--- config.mk ---
export PLATFORM = sky130hd
export DESIGN_NAME = io_responder
export DESIGN_NICKNAME = d
export VERILOG_FILES = /design/src/rtl/io_responder.sv
export SDC_FILE = /design/constraint.sdc
export NUM_CORES = 1
export LEC_CHECK = 0
export CAP_MARGIN = 20
export CORE_MARGIN = 2
export CORE_UTILIZATION = 40
export CTS_BUF_LIST = sky130_fd_sc_hd__clkbuf_16
export DETAILED_ROUTE_END_ITERATION = 7
export PLACE_DENSITY = 0.68
export SLEW_MARGIN = 30
export SYNTH_ARGS = -nofsm -noshare
export SYNTH_HDL_FRONTEND = slang
export SYNTH_SLANG_ARGS = --single-unit
--- constraint.sdc ---
create_clock -name clk -period 1.93 [get_ports clk]
set_input_delay 0.193 -clock clk [delete_from_list [all_inputs] [get_ports clk]]
set_output_delay 0.193 -clock clk [all_outputs]
set_load 0.005 [all_outputs]
--- src/rtl/io_responder.sv ---
// rtl/io_responder.sv - I/O instruction responder: TX FIFO toward host, RX fetch FSM, core stall.
module io_responder #(
  parameter int DW    = 16,
  parameter int DEPTH = 4,
  parameter int AW    = 2
) (
  input  logic          clk,
  input  logic          rst,
  input  logic          out_en,
  input  logic [DW-1:0] out_data,
  input  logic          in_en,
  output logic [DW-1:0] in_data,
  output logic          in_done,
  output logic          stall,
  output logic          tx_valid,
  output logic [DW-1:0] tx_data,
  input  logic          tx_ready,
  input  logic          rx_valid,
  input  logic [DW-1:0] rx_data,
  output logic          rx_ready,
  output logic [AW:0]   tx_count
);

  typedef enum logic [1:0] {S_IDLE, S_WAIT, S_DONE} rx_state_t;

  localparam logic [AW:0]   CNT_FULL = (AW+1)'(DEPTH);
  localparam logic [AW:0]   CNT_ONE  = (AW+1)'(1);
  localparam logic [AW-1:0] PTR_ONE  = AW'(1);

  logic [DW-1:0] mem [DEPTH];
  logic [AW-1:0] wr_ptr;
  logic [AW-1:0] rd_ptr;
  logic          full;
  logic          push;
  logic          pop;
  rx_state_t     state;
  rx_state_t     state_next;

  // Full blocks the push even when a pop happens in the same cycle.
  assign full     = (tx_count == CNT_FULL);
  assign push     = out_en & ~full;
  assign tx_valid = (tx_count != '0);
  assign pop      = tx_valid & tx_ready;
  assign tx_data  = tx_valid ? mem[rd_ptr] : '0;

  always_ff @(posedge clk) begin
    if (push) begin
      mem[wr_ptr] <= out_data;
    end
  end

  always_ff @(posedge clk or posedge rst) begin
    if (rst) begin
      wr_ptr   <= '0;
      rd_ptr   <= '0;
      tx_count <= '0;
    end else begin
      if (push) begin
        wr_ptr <= wr_ptr + PTR_ONE;
      end
      if (pop) begin
        rd_ptr <= rd_ptr + PTR_ONE;
      end
      case ({push, pop})
        2'b10:   tx_count <= tx_count + CNT_ONE;
        2'b01:   tx_count <= tx_count - CNT_ONE;
        default: tx_count <= tx_count;
      endcase
    end
  end

  always_ff @(posedge clk or posedge rst) begin
    if (rst) begin
      state   <= S_IDLE;
      in_data <= '0;
    end else begin
      state <= state_next;
      if (state == S_WAIT && rx_valid) begin
        in_data <= rx_data;
      end
    end
  end

  always_comb begin
    state_next = state;
    case (state)
      S_IDLE:  if (in_en) state_next = S_WAIT;
      S_WAIT:  if (rx_valid) state_next = S_DONE;
      S_DONE:  state_next = S_IDLE;
      default: state_next = S_IDLE;
    endcase
  end

  assign rx_ready = (state == S_WAIT);
  assign in_done  = (state == S_DONE);
  assign stall    = (out_en & full) | (in_en & (state != S_DONE));

endmodule

==> results.md, run 1 <==
- Net switching is roughly 26% of the power.
- The largest single stage delay on the critical path is 0.49 ns.
- Synthesis produced a netlist with a net count of about 230.
- sky130_fd_sc_hd__edfxtp_1 takes more of the synthesized area than any other cell.
- The initial utilization of the core area, before any placement, comes to 41.15%.
- The critical path data required time is 1.74 ns.
- The placement row count is 34.
- For the pin with the worst max-slew slack, the measured transition is roughly 0.39 ns.
- The final net count is 342.
- The tightest hold path in the finished design has a slack of 0.2212 ns.
- The worst register-to-register path ends at tx_count[2].
- The library cells used most frequently in the layout, excluding fill and tap cells, are 64 x sky130_fd_sc_hd__edfxtp_1, 59 x sky130_fd_sc_hd__clkdlybuf4s50_1, 24 x sky130_fd_sc_hd__dfrtp_1.
- The first global-routing pass estimated roughly 11000 um of wire.
- The number of clock buffers added by TritonCTS is 9.
- The post-detailed-placement half-perimeter wirelength is 4329 um.
- In this run the critical register-to-register path is launched from tx_count[2].
- The largest individual stage delay along the critical path comes from the cell sky130_fd_sc_hd__mux4_2.
- The maximum number of buffers from clock root to sink is 2.
- The residual DRC count is 0.
- The number of distinct library cells after synthesis is 25.
- Across the run, the number of max-cap violations was 0.
- The cell count after synthesis is 185.
- The combinational cell fraction of total power is 41.9%.
- Together, buffers and inverters on the worst path number 3.
- The number of synthesized register bits is 89.
- In this run the power density over the cells is between 1500 and 2000 mW/mm2.
- The area of the die is 0.009699 mm2.
- The final critical-path setup slack is -0.07531 ns.
- The clock-pin transition on the worst setup and hold timing paths is 0.07 ns.
- Summing all non-filler instances in the final layout gives an area of 0.005124 mm2.
- The worst-skew pair later-pin latency is 0.33 ns.
- TritonCTS built the clock tree.
- The via count of the first global-routing pass is 2205.
- In the final layout, the share of cells above drive strength 1 is 38.28%.
- The total global routing overflow is 0.
- The CTS sink count is 89.
- The placeable core area is 0.008678 mm2.
- The logic depth of the worst register-to-register path is 8.
- The final reports fail on negative setup slack.
- The post-synthesis area per instance is 19.30 um2.
- By area the synthesized netlist is led by sky130_fd_sc_hd__edfxtp_1 54%, sky130_fd_sc_hd__dfrtp_1 18%, sky130_fd_sc_hd__mux4_1 5.9%.
- The upper clock frequency limit is 498.7 MHz.
- The antenna diode count is 0.
- Setup violations remaining at the end of the flow were counted as 12.
- Summed over all nets, the switching power comes to 0.002019 W.
- The kind of critical path is flop to output pin.
- VDD sags by at most 0.5290 mV.
- The setup clock skew after layout is 0.007465 ns.
- CTS built an H-tree with a depth of 3.
- The element type at the critical path end is an output pin.
- The number of port buffers is 76.
- The total wire length is 6715 um.
- Summing the sequential cell areas from Yosys gives 71.34% of the chip area.
- The total iterations of the first detailed-routing run is 4.
- The flow ran to the end, but the final reports show violations.
- Dividing the detail-routed wire length by the instance count gives between 15 and 20 um.
- The number of fillers in the final layout is between 600 and 700.
- The number of failing hold endpoints at the final stage was 0.
- The share of total power in the clock network is between 20% and 30%.
- Measured along the y axis, the die boundary spans between 90 and 100 um.
- The maximum number of pins on one net before global-route repair is 26.
- The normalized max-slew margin is 73.78%.
- The path class of the tightest hold or removal check is input port to async pin.
- After detailed routing, the number of vias per cell comes to 4.888.
- In this run the clock root is driven by a sky130_fd_sc_hd__clkbuf_16.
- The kind of start point of the critical path is a flop.
- Global routing consumed, over all layers together, 14.96% of the routing resources.
- Dividing the final minimum period by the clock period gives 103.9%.
- The netlist area before placement is 0.003571 mm2.
- The number of warning messages in the yosys log is 0.
- Once detail routing completed, the nets flagged for antenna violations numbered 0.
- From synthesis to final layout, the design area changed by 43.48%.
- The kind of cell adding the most delay to the critical path is multiplexers.
- The number of DRC violations after detailed-routing iteration 0 is 78.
- The worst setup slack for register-to-register paths is roughly 0.07 ns.
- After detailed placement, the total cell area comes to roughly 0.0046 mm2.
- Setup repair after global routing could not meet its margin everywhere.
- The largest driver fanout on the critical path is 4.
- The post-layout minimum cycle time is 2.005 ns.
- Traced cell by cell, the critical path runs through clkbuf_16, buf_8, mux4_2, and2_4, buf_6.
- The congestion estimate from routability-driven global placement came to 0.6711.
- Of the post-synthesis cell area, the dominant cell type holds 53.82%.
- The number of pins exceeding their max-slew limit in the final report is 0.
- The number of antenna violations at the first check in global routing is 0.
- The sequential power share is 35.1%.
- The internal power consumption is 0.005854 W.
- Leaving out fill and tap cells, the most frequent cell in the layout is sky130_fd_sc_hd__edfxtp_1.
- Measured along the x axis, the die boundary spans 98.49 um.
- The number of hold-repair buffers added at the cts stage is 0.
- The arrival time reported for the critical path endpoint is 1.81 ns.
- The analysis attributes to cell leakage a power of slightly below 2 nW.
- The count of vias placed by the detailed router is between 2000 and 2500.
- The I/O pin count is 77.
-- state kept, by name, summed over array words and instances (netlist names) --
| name | count |
|---|---|
| mem | 64 |
| in_data | 16 |
| tx_count | 3 |
| rd_ptr | 2 |
| state | 2 |
| wr_ptr | 2 |
-- logic make-up after synthesis --
group	after synthesis	synth area share [%]
flops	89	71.34
mux	35	16.85
simple gates	30	5.011
buf+inv	17	2.663
xor+xnor	6	1.472
fa+ha+maj	6	2.313
compound gates	2	0.3503
-- synthesized netlist by cell type --
cell type                  count
sky130_fd_sc_hd__xnor2_1       3
sky130_fd_sc_hd__buf_2         3
sky130_fd_sc_hd__inv_1        10
sky130_fd_sc_hd__mux2_2       17
sky130_fd_sc_hd__mux4_2        8
sky130_fd_sc_hd__mux2i_1       2
sky130_fd_sc_hd__fa_1          1
sky130_fd_sc_hd__a21boi_1      1
sky130_fd_sc_hd__ha_1          5
sky130_fd_sc_hd__o21ai_0       1
sky130_fd_sc_hd__buf_4         1
sky130_fd_sc_hd__and2_1       21
sky130_fd_sc_hd__nand3_1       2
sky130_fd_sc_hd__mux4_1        8
sky130_fd_sc_hd__nand2_2       1
sky130_fd_sc_hd__nor2b_1       1
sky130_fd_sc_hd__edfxtp_1     64
sky130_fd_sc_hd__buf_12        1
sky130_fd_sc_hd__and2b_1       1
sky130_fd_sc_hd__dfrtp_1      25
sky130_fd_sc_hd__xor2_1        3
sky130_fd_sc_hd__clkbuf_1      1
sky130_fd_sc_hd__nor2_1        3
sky130_fd_sc_hd__or3_1         1
sky130_fd_sc_hd__buf_6         1
-- tightest hold or removal path, delay by kind of cell --
kind | cells | cell delay (ns)
buf+inv | 3 | 0.76
-- metrics by stage --
step                instances  setup TNS, ns  total power [W]  setup slack (ns)  utilization (%)
floorplan                 185              0         0.004064           0.01255                -
global placement          380     -0.0003847         0.005432        -0.0003847            52.97
detailed placement        380       -0.01464         0.005492          -0.01464            52.97
CTS                       408         -1.213         0.007704           -0.1146            57.87
global route              411         -1.262         0.008294           -0.1307            59.04
finish                    411        -0.5579         0.007874          -0.07531            59.04
-- what timing repair did --
action                                  in CTS  in global routing
pin swaps                                   16                  6
buffers inserted                            11                  4
endpoints found under the setup margin      17                 19
cloned                                       1                  0
gates resized for setup                    102                 22
-- area by class of cell --
class	count	area [um2]	share of cell area, %
Clock inverter	7	85.08	1.661
Multi-Input combinational cell	79	957.2	18.68
Timing Repair Buffer	109	1135	22.15
Inverter	10	37.54	0.7326
Sequential cell	89	2549	49.74
Tap cell	108	135.1	2.637
Clock buffer	9	225.2	4.396
-- how the worst max path moves through the flow --
stage                            from  slack (ns)  depth (start not counted)          end
after floorplan           tx_count[0]        0.01                          9  tx_count[2]
after global placement       tx_ready     -0.0004                          8  tx_count[2]
after detailed placement     tx_ready       -0.01                          8  tx_count[2]
after CTS                   rd_ptr[0]       -0.11                          5  tx_data[12]
after global routing        rd_ptr[0]       -0.13                          5  tx_data[14]
final                       rd_ptr[0]       -0.08                          5  tx_data[14]
-- power groups by stage --
stage | Sequential [W] | Combinational (W) | Clock (W)
6_report | 0.00277 | 0.00330 | 0.00181
5_1_grt | 0.00281 | 0.00357 | 0.00192
4_1_cts | 0.00277 | 0.00310 | 0.00184
3_5_place_dp | 0.00277 | 0.00273 | 0
3_3_place_gp | 0.00275 | 0.00269 | 0
2_1_floorplan | 0.00274 | 0.00132 | 0
-- per-layer routing --
layer	track usage (%)	share of wire, %
met1	17.66	41
met2	24.23	48
met3	6.312	9.4
met4	6.322	1.7
met5	0	0
Power figures use the tool's default switching activity.
==> inputs of run 2 (changes only) <==
- CORE_MARGIN: 2 -> default
==> run 2 against run 1 <==
Against the previous run:
- the flow still finishes with violations (negative setup slack)
- flip-flop and latch count stayed put
- worst hold slack worse by 0.047 ns
- highest routed layer unchanged
- worst setup slack better by 0.050 ns
- sequential power about the same
- critical endpoint is now tx_data[11]
- clock power down 4%
- clock-buffer cell count unchanged
- core utilization fell by 0.22 points
- register-to-register slack about the same
- critical path depth did not move
==> results.md, run 2 (same netlist as run 1, synthesis figures left out) <==
- The most common cell after layout, fill and taps aside is sky130_fd_sc_hd__edfxtp_1 (unchanged).
- The post-detailed-placement half-perimeter wirelength came to 4061 um (was 4329 um).
- The number of flip-flops in the largest register is 64 (unchanged).
- The number of hold-repair buffers added at the cts stage came to 0 (unchanged).
- The share of final-layout standard cells stronger than drive strength 1 came to 37.33% (was 38.28%).
- Registers with the most flip-flops: mem (64), in_data (16), tx_count (3) (unchanged).
- The normalized max-slew margin is 67.69% (was 73.78%).
- The post-route setup TNS is -0.1325 ns (was -0.5579 ns).
- The count of vias placed by the detailed router is 1962 (was 2009).
- The antenna diode count is 0 (unchanged).
- The number of DRC violations after detailed-routing iteration 0 is 40 (was 78).
- The number of pins exceeding their max-slew limit in the final report is 0 (unchanged).
- The final net count is 339 (was 342).
- The overall track demand over capacity in global routing is 15.77% (was 14.96%).
- The element type at the critical path end was an output pin (unchanged).
- The largest driver fanout on the critical path came to 6 (was 4).
- The I/O pin count is 77 (unchanged).
- The worst flop-to-flop path endpoint was tx_count[1] (was tx_count[2]).
- The height of the die is 96.49 um (was 98.49 um).
- The number of fillers in the final layout is 656 (was 690).
- The multi-input combinational cell area was 940.9 um2 (was 957.2 um2).
- The clock tree from TritonCTS is built (unchanged).
- The via count of the first global-routing pass is 2093 (was 2205).
- The number of port buffers came to 76 (unchanged).
- The critical path data required time is 1.74 ns (about the same).
- The final-layout worst hold slack came to 0.1744 ns (was 0.2212 ns).
- The static leakage power is 1.955 nW (was 1.981 nW).
- The clock-pin transition on the worst setup and hold timing paths is 0.06 ns (was 0.07 ns).
- The placeable core area is 0.008678 mm2 (unchanged).
- The share of total power in the clock network is 22.3% (was 23.0%).
- The switching portion of total power is 26.26% (was 25.65%).
- The maximum number of pins on one net before global-route repair is 19 (was 26).
- The number of failing hold endpoints at the final stage is 0 (unchanged).
- Failing checks: negative setup slack (unchanged).
- The met1 track demand over resource is 18.31% (was 17.66%).
- The initial cell density of the core is 41.15% (unchanged).
- The power per cell area is 1519 mW/mm2 (was 1537 mW/mm2).
- The post-route clock period utilization was 101.3% (was 103.9%).
- The area of the die is 0.009309 mm2 (was 0.009699 mm2).
- The slew at the pin closest to its max-slew limit is 0.4841 ns (was 0.3919 ns).
- The number of setup violations in the final report came to 9 (was 12).
- The number of H-tree levels is 3 (unchanged).
- The total iterations of the first detailed-routing run is 5 (was 4).
- The weighted congestion at the end of routability-driven global placement is 0.6873 (was 0.6711).
- The placement row count is 34 (unchanged).
- The net switching power is 0.002037 W (was 0.002019 W).
- The kind of critical path was flop to output pin (unchanged).
- Unrepaired setup endpoints after global routing: true (unchanged).
- The sequential power share is 35.5% (was 35.1%).
- The average wire per cell in the routed design was 16.19 um (was 16.34 um).
- The internal power consumption is 0.005719 W (was 0.005854 W).
- The logic depth of the worst register-to-register path is 6 (was 8).
- Outcome: finished, violations left (unchanged).
- The die span in x is 96.49 um (was 98.49 um).
- The instance area after placement is 0.004619 mm2 (was 0.004597 mm2).
- The most utilized layer in the global route result is met2 (unchanged).
- The upper clock frequency limit was 511.4 MHz (was 498.7 MHz).
- The register name with the most flops is mem (unchanged).
- The layout overhead on the synthesized area is 42.96% (was 43.48%).
- The worst min-delay path class is input port to async pin (unchanged).
- The arrival time reported for the critical path endpoint is 1.76 ns (was 1.81 ns).
- The combinational cell fraction of total power came to 42.2% (was 41.9%).
- The number of antenna violations at the first check in global routing was 0 (unchanged).
- The kind of start point of the critical path is a flop (unchanged).
- The final critical-path setup slack came to -0.02532 ns (was -0.07531 ns).
- The wire length of the first global-routing pass is 10380 um (was 11100 um).
- The global-route met3 utilization is 6.729% (was 6.312%).
- The post-layout minimum cycle time is 1.955 ns (was 2.005 ns).
- The worst-skew pair later-pin latency is 0.33 ns (about the same).
- The total global routing overflow is 0 (unchanged).
- The post-route antenna net violation count is 0 (unchanged).
- The library cell used as clock root buffer is sky130_fd_sc_hd__clkbuf_16 (unchanged).
- The maximum number of buffers from clock root to sink was 2 (unchanged).
- The total wire length is 6606 um (was 6715 um).
- The residual DRC count is 0 (unchanged).
- The worst setup slack for register-to-register paths is 0.07 ns (about the same).
- The setup clock skew after layout is 0.004953 ns (was 0.007465 ns).
- The count of max-cap constraint violations is 0 (unchanged).
- The TritonCTS buffer count is 9 (unchanged).
- The CTS sink count is 89 (unchanged).
- The footprint of the flip-flops and latches is 0.002549 mm2 (unchanged).
- The post-route standard cell area excluding fillers is 0.005105 mm2 (was 0.005124 mm2).
- The via count normalized by instance count is 4.809 (was 4.888).
- The largest vdd supply drop was 0.6454 mV (was 0.5290 mV).
- Commonest non-fill, non-tap cells in the layout: 64 x sky130_fd_sc_hd__edfxtp_1, 59 x sky130_fd_sc_hd__clkdlybuf4s50_1, 25 x sky130_fd_sc_hd__buf_6 (was 64 x sky130_fd_sc_hd__edfxtp_1, 59 x sky130_fd_sc_hd__clkdlybuf4s50_1, 24 x sky130_fd_sc_hd__dfrtp_1).
- The global-route track usage on met2 is 26.00% (was 24.23%).
- The startpoint of the worst-slack reg-to-reg timing path is tx_count[1] (was tx_count[2]).
-- run 2: cell count changes in the layout (fill, tap and decap cells not counted), moves of 2 or more --
cell,change
sky130_fd_sc_hd__buf_4,-7
sky130_fd_sc_hd__buf_12,+2
sky130_fd_sc_hd__buf_6,+2
sky130_fd_sc_hd__inv_6,+2
-- run 2: cell type report --
type,instances,share of cell area (%)
sequential,89,49.93
timing repair buffer,106,22.35
multi-input combinational,79,18.43
clock buffer,9,4.412
tap,108,2.647
clock inverter,7,1.495
inverter,10,0.7353
-- run 2: routing by layer --
layer / part of all wire (%) / vias up
met3: 8.9 / 8
met2: 48 / 78
met4: 0.98 / 0
li1: - / 911
met1: 42 / 965
met5: 0 / -
-- run 2: how the worst max path moves through the flow --
| stage | start | cells past startpoint | endpoint |
|---|---|---|---|
| finish | rd_ptr[0] | 5 | tx_data[11] |
| global route | rd_ptr[0] | 5 | tx_data[8] |
| CTS | rd_ptr[0] | 5 | tx_data[14] |
| detailed placement | tx_ready | 8 | tx_count[2] |
| global placement | tx_ready | 8 | tx_count[2] |
| floorplan | tx_count[0] | 9 | tx_count[2] |
-- run 2: worst max-delay path, cell delays in order, from the launching register on --
cell and delay [ns]:
sky130_fd_sc_hd__dfrtp_2 0.43, sky130_fd_sc_hd__clkbuf_16 0.18, sky130_fd_sc_hd__buf_6 0.09, sky130_fd_sc_hd__mux4_2 0.48
sky130_fd_sc_hd__and2_4 0.15, sky130_fd_sc_hd__buf_6 0.10
-- run 2: stage by stage --
step | instances | util, % | total power (W) | setup slack [ns]
floorplan | 185 | - | 0.004064 | 0.01255
global placement | 378 | 53.23 | 0.005461 | 0.03396
detailed placement | 378 | 53.23 | 0.005496 | -0.01840
CTS | 408 | 58.15 | 0.007641 | -0.07205
global route | 408 | 58.82 | 0.008209 | -0.08472
finish | 408 | 58.82 | 0.007756 | -0.02532
-- run 2: timing repair --
action	CTS	global route
setup endpoints to repair	17	19
setup buffers	13	0
pin swaps	15	1
gates resized for setup	97	18
gates cloned	1	0
-- run 2: power groups by stage --
stage	Clock [W]	Combinational, W	Sequential (W)
floorplan	0	0.00132	0.00274
global placement	0	0.00272	0.00275
detailed placement	0	0.00273	0.00276
CTS	0.00177	0.00311	0.00276
global route	0.00184	0.00357	0.00280
finish	0.00173	0.00327	0.00276
